**src/rtl/intr_ctrl.sv**
```systemverilog
// Interrupt controller feeding pfc.intr: latches and masks requests, acknowledges the lowest eligible index, holds off until iret.
// Build option: define INTR_EDGE_EN for rising-edge request detection; otherwise requests are level-sampled.
module intr_ctrl #(
  parameter int unsigned N_IRQ = 4,
  parameter int unsigned ID_W  = 2
) (
  input  logic             clk_pc,
  input  logic             rst,
  input  logic [N_IRQ-1:0] irq,
  input  logic             csr_we,
  input  logic [15:0]      csr_wdata,
  input  logic             iret,
  input  logic [15:0]      intr_ra,
  output logic             intr,
  output logic [ID_W-1:0]  intr_id,
  output logic             in_service,
  output logic [15:0]      saved_ra,
  output logic [N_IRQ-1:0] pending,
  output logic [N_IRQ-1:0] mask
);

  typedef enum logic [1:0] {
    S_IDLE,
    S_ACK,
    S_SERVICE
  } state_e;

  state_e           state_q, state_d;
  logic             intr_q, intr_d;
  logic [ID_W-1:0]  intr_id_q, intr_id_d;
  logic [15:0]      saved_ra_q, saved_ra_d;
  logic [N_IRQ-1:0] pending_q, pending_d;
  logic [N_IRQ-1:0] mask_q, mask_d;
  logic [N_IRQ-1:0] irq_event;
  logic [N_IRQ-1:0] elig;
  logic [N_IRQ-1:0] ack_clr;
  logic [ID_W-1:0]  win_idx;
  logic             win_found;
  logic             unused_wdata;

  assign unused_wdata = ^csr_wdata;

`ifdef INTR_EDGE_EN
  logic [N_IRQ-1:0] irq_q;

  always_ff @(posedge clk_pc) begin
    if (rst) irq_q <= '0;
    else     irq_q <= irq;
  end

  assign irq_event = irq & ~irq_q;
`else
  assign irq_event = irq;
`endif

  assign elig = pending_q & mask_q;

  // Scan from the top down so the lowest set index is the last one written.
  always_comb begin
    win_idx   = '0;
    win_found = |elig;
    for (int unsigned i = N_IRQ; i > 0; i--) begin
      if (elig[i-1]) win_idx = ID_W'(i - 1);
    end
  end

  always_comb begin
    state_d    = state_q;
    intr_d     = 1'b0;
    intr_id_d  = intr_id_q;
    saved_ra_d = saved_ra_q;
    ack_clr    = '0;
    case (state_q)
      S_IDLE: begin
        if (win_found) begin
          intr_d    = 1'b1;
          intr_id_d = win_idx;
          ack_clr   = N_IRQ'(1) << win_idx;
          state_d   = S_ACK;
        end
      end
      S_ACK: begin
        saved_ra_d = intr_ra;
        state_d    = S_SERVICE;
      end
      S_SERVICE: begin
        if (iret) state_d = S_IDLE;
      end
      default: state_d = S_IDLE;
    endcase
  end

  // A new request on the acknowledge edge re-pends the source (set beats clear).
  assign pending_d = (pending_q & ~ack_clr) | irq_event;
  assign mask_d    = csr_we ? csr_wdata[N_IRQ-1:0] : mask_q;

  always_ff @(posedge clk_pc) begin
    if (rst) begin
      state_q    <= S_IDLE;
      intr_q     <= 1'b0;
      intr_id_q  <= '0;
      saved_ra_q <= '0;
      pending_q  <= '0;
      mask_q     <= '0;
    end else begin
      state_q    <= state_d;
      intr_q     <= intr_d;
      intr_id_q  <= intr_id_d;
      saved_ra_q <= saved_ra_d;
      pending_q  <= pending_d;
      mask_q     <= mask_d;
    end
  end

  assign intr       = intr_q;
  assign intr_id    = intr_id_q;
  assign in_service = (state_q == S_ACK) || (state_q == S_SERVICE);
  assign saved_ra   = saved_ra_q;
  assign pending    = pending_q;
  assign mask       = mask_q;

endmodule

```
**config.mk**
```make
export PLATFORM = sky130hd
export DESIGN_NAME = intr_ctrl
export DESIGN_NICKNAME = d
export VERILOG_FILES = /design/src/rtl/intr_ctrl.sv
export SDC_FILE = /design/constraint.sdc
export NUM_CORES = 1
export LEC_CHECK = 0
export CORE_MARGIN = 2
export CORE_UTILIZATION = 35
export DETAILED_ROUTE_END_ITERATION = 16
export HOLD_SLACK_MARGIN = 0.08
export PLACE_DENSITY_LB_ADDON = 0.25
export SYNTH_ARGS = -nofsm -noshare
export SYNTH_HDL_FRONTEND = slang
export SYNTH_SLANG_ARGS = --single-unit
```
**constraint.sdc**
```tcl
create_clock -name clk_pc -period 1.7 [get_ports clk_pc]
set_input_delay 0.34 -clock clk_pc [delete_from_list [all_inputs] [get_ports clk_pc]]
set_output_delay 0.34 -clock clk_pc [all_outputs]
set_load 0.02 [all_outputs]
```
==> results of run 1 <==
[stage by stage]
| step | setup slack, ns | area, um^2 |
|---|---|---|
| 4_1_cts | 0.000992 | 1780 |
| 3_3_place_gp | 0.102 | 1740 |
| 2_1_floorplan | 0.403 | 1150 |
| 6_report | 0.0781 | 1770 |
| 5_1_grt | 0.0289 | 1770 |
| 3_5_place_dp | 0.0776 | 1740 |
[tightest hold or removal path: cells and delay by family, from the launching register on]
family | cells | cell delay [ns]
flip-flops | 1 | 0.32
AND/OR/NAND/NOR | 1 | 0.05
AO/OA/AOI/OAI | 1 | 0.05
[worst min-delay path by stage]
stage                            end  slack (ns)  depth (start not counted)
after detailed placement  intr_id[0]        0.45                          2
after global routing      intr_id[0]        0.51                          2
after global placement    intr_id[0]        0.45                          2
after floorplan           pending[0]        0.46                          2
after CTS                 intr_id[0]        0.47                          2
final                     intr_id[0]        0.46                          2
[power by group through the flow]
stage | logic [uW] | clock network, uW | registers [uW]
after floorplan | 154 | 0 | 826
final | 368 | 380 | 762
after detailed placement | 384 | 0 | 777
after global routing | 399 | 431 | 768
after global placement | 378 | 0 | 775
after CTS | 375 | 400 | 762
[flip-flops by register name, indices dropped and copies added (netlist names)]
| signal | flops |
|---|---|
| saved_ra | 16 |
| mask | 4 |
| pending | 4 |
| intr_id | 2 |
| state_q | 2 |
| intr | 1 |
[cell type report]
| type | count | area [um^2] |
|---|---|---|
| Timing Repair Buffer | 58 | 558 |
| Fill cell | 301 | 1310 |
| Tap cell | 44 | 55.1 |
| Inverter | 2 | 7.51 |
| Multi-Input combinational cell | 78 | 520 |
| Clock buffer | 8 | 48.8 |
| Sequential cell | 29 | 581 |
[synthesized netlist by cell type]
library cell / number / share of area, %
sky130_fd_sc_hd__nand4_1: 1 / 0.55
sky130_fd_sc_hd__mux2i_1: 21 / 18
sky130_fd_sc_hd__a22oi_1: 1 / 0.66
sky130_fd_sc_hd__buf_2: 3 / 1.3
sky130_fd_sc_hd__a22o_1: 1 / 0.76
sky130_fd_sc_hd__buf_4: 2 / 1.3
sky130_fd_sc_hd__a32o_1: 1 / 0.87
sky130_fd_sc_hd__ha_1: 4 / 4.4
sky130_fd_sc_hd__a31oi_1: 1 / 0.55
sky130_fd_sc_hd__clkbuf_1: 2 / 0.66
sky130_fd_sc_hd__a211oi_1: 1 / 0.66
sky130_fd_sc_hd__a22oi_2: 1 / 1.1
sky130_fd_sc_hd__o21ai_1: 1 / 0.44
sky130_fd_sc_hd__nand2_1: 4 / 1.3
sky130_fd_sc_hd__nor2_1: 28 / 9.2
sky130_fd_sc_hd__inv_1: 2 / 0.66
sky130_fd_sc_hd__nor3_1: 1 / 0.44
sky130_fd_sc_hd__and2b_2: 1 / 0.76
sky130_fd_sc_hd__a22o_2: 1 / 0.87
sky130_fd_sc_hd__nand3_1: 2 / 0.87
sky130_fd_sc_hd__dfxtp_1: 29 / 51
sky130_fd_sc_hd__nand3b_1: 1 / 0.66
sky130_fd_sc_hd__a21oi_1: 7 / 3.1
[metal layers]
| layer | global-route usage (%) | share of wire [%] | vias up |
|---|---|---|---|
| met1 | 18.5 | 42 | 487 |
| li1 | - | - | 516 |
| met2 | 25.2 | 53 | 21 |
| met5 | 0 | 0 | - |
| met3 | 6.30 | 4.6 | 2 |
| met4 | 6.52 | 0.56 | 0 |
[timing repair]
| item | 4_1_cts | 5_1_grt |
|---|---|---|
| cloned | 0 | 0 |
| endpoints found under the setup margin | 9 | 1 |
| resized for setup | 10 | 1 |
[kinds of logic after synthesis]
family | after synthesis
buffers and inverters | 9
flip-flops | 29
multiplexers | 21
adder cells (fa/ha/maj) | 4
AO/OA/AOI/OAI | 15
AND/OR/NAND/NOR | 38
==> parameters.txt, run 1 <==
Parameter                              Value

Status
  Result of the run ... complete, no violations

Power
  Net switching power ... roughly 420 uW
  Max IR drop VDD ... 0.579 mV
  Internal Power ... roughly 1100 uW
  Leakage Power ... 0.000695 uW
  Clk pwr share ... 25.1%
  Sw frac ... ~28%
  Portion of total power attributed to sequential cells ... between 50 and 60%
  Logic gate share of total power ... about 24%
  Power per cell area ... around 850 nW/um^2
  Overall power of the completed layout ... ~1500 uW

Placement
  Post-Place Cells ... 211
  Placed wire-length estimate ... 1970 um
  Port Buffers ... 55
  Final Wtd Congestion ... 0.666

Worst setup path
  Crit Path Class ... reg2out
  Reg2reg path depth ... 6
  CP delay by family, top ... buffers and inverters
  Launching element of the worst setup path ... intr_id[1]
  Capturing element of the worst setup path ... intr_id[1]
  Critical-path maximum fanout ... 2
  Worst path max stage delay ... 0.61 ns
  Cell depth of the worst setup path ... 1
  WP data required ... 1.36 ns
  RR Endpoint ... state_q[1]
  Critical path cell sequence ... clkdlybuf4s50_1
  R2r startpoint ... state_q[0]
  Critical path buffers and inverters ... 1
  Cell with the largest stage delay on the worst path ... sky130_fd_sc_hd__clkdlybuf4s50_1
  Setup slack of the most critical reg-to-reg path ... 0.36 ns
  Data arrival time of the worst path ... 1.28 ns
  Type of origin of the critical path ... flip-flop
  Capturing element type of the critical path ... output pin

Yosys
  Post-Synth Simple-Gate Area ... around 14%
  Combined area of all synthesized cells ... 1150 um^2
  Sequential element share of the synthesized area ... 50.7%
  Average instance area after synthesis ... slightly below 10 um^2
  Syn. warnings ... 0
  Synthesized-area fraction occupied by ao, oa, aoi and oai cells ... under 10%
  Post-Synth XOR/XNOR Area ... 0%
  Multiplexer share of the synthesized area ... ~18%
  Main combinational cell family by area after synthesis ... multiplexers
  Adder and majority gate portion of the synthesized area ... 4.37%
  Distinct cells, synth ... 23
  Flop and latch count out of synthesis ... 29
  Mapped Cells ... around 120
  Syn_nets ... 160

Clocking
  Root buffer cell ... sky130_fd_sc_hd__clkbuf_4
  # H-tree levels ... 2
  Hold buffers post-CTS ... 0
  Num Clock Sinks ... 29
  Clock slew at reported path FFs ... 0.09 ns
  Clock latency reported for the late side of the worst-skew pair ... 0.31 ns
  TritonCTS clock tree ... yes
  Cts bufs inserted ... 5
  Number of post-CTS setup repair buffers ... 0
  Maximum number of buffers from clock root to sink ... 2

Drt
  First DRT Iteration DRCs ... 13
  Number of antenna-violating nets in the routed design ... 0
  Routed wire length ... 2690 um
  Via count ... just over 1k
  Detailed Routing Iterations Pass 1 ... 4
  Vias per Instance ... 4.68
  Drc violations ... 0
  Routed wirelength normalized by instance count ... 12.3 um

Final layout
  Most frequent cells in the layout ... 46 x sky130_fd_sc_hd__clkdlybuf4s50_1, 29 x sky130_fd_sc_hd__dfxtp_1, 28 x sky130_fd_sc_hd__nor2_1
  Fraction of layout instances using a drive strength above 1 ... 6.86%
  Growth of design area from synthesis to finish ... 54.5%
  Diode count ... 0
  Final Net Count ... 218
  Most frequent standard cell in the layout excluding fill and tap cells ... sky130_fd_sc_hd__clkdlybuf4s50_1
  Post-layout utilization of the core ... between 50% and 60%
  Finished Layout Cells ... around 220

STA
  Ratio of final minimum period to clock period ... 95.4%
  Count of final max-slew check failures ... 0
  Tightest hold margin ... 0.459 ns
  Setup-failing EPs final ... 0
  Final-layout setup total negative slack ... 0 ns
  Min cycle time layout ... 1.62 ns
  Post-Route Skew ... 0.00543 ns
  Slew margin rel. ... 78.0%
  Upper clock frequency limit ... ~600 MHz
  Worst slew pin tran ... approximately 0.33 ns
  Setup repair after global routing missed its margin ... no
  Number of hold violations in the final report ... 0

Worst hold path
  Class of the tightest hold or removal check ... reg2reg
  HP Start ... intr_id[0]

Global routing
  Number of global-route vias before repair ... 950
  Global-route wire length before repair ... 4240 um
  Largest net degree at the start of global routing ... 30
  Number of antenna violations at the first check in global routing ... 0
  Gr ovfl total ... 0
  All-layer global routing usage ... around 16%

Flow run
  Count of maximum capacitance violations ... 0

Floorplan
  Core Rows ... 20
  Die Span X ... around 61 um
  Height of the chip ... 61.2 um
  Area of the core ... 3080 um^2
  Die Outline Area ... 3750 um^2
  I/O pin total ... 68
  Initial core utilization ... 37.2%
No activity file was read; power rests on OpenSTA's default activity.
==> run 2, diff against run 1 <==
Settings changed: CTS_CLUSTER_SIZE set to 40.
==> results of run 2 <==
Final layout, timing and power as in run 1 (identical DEF).
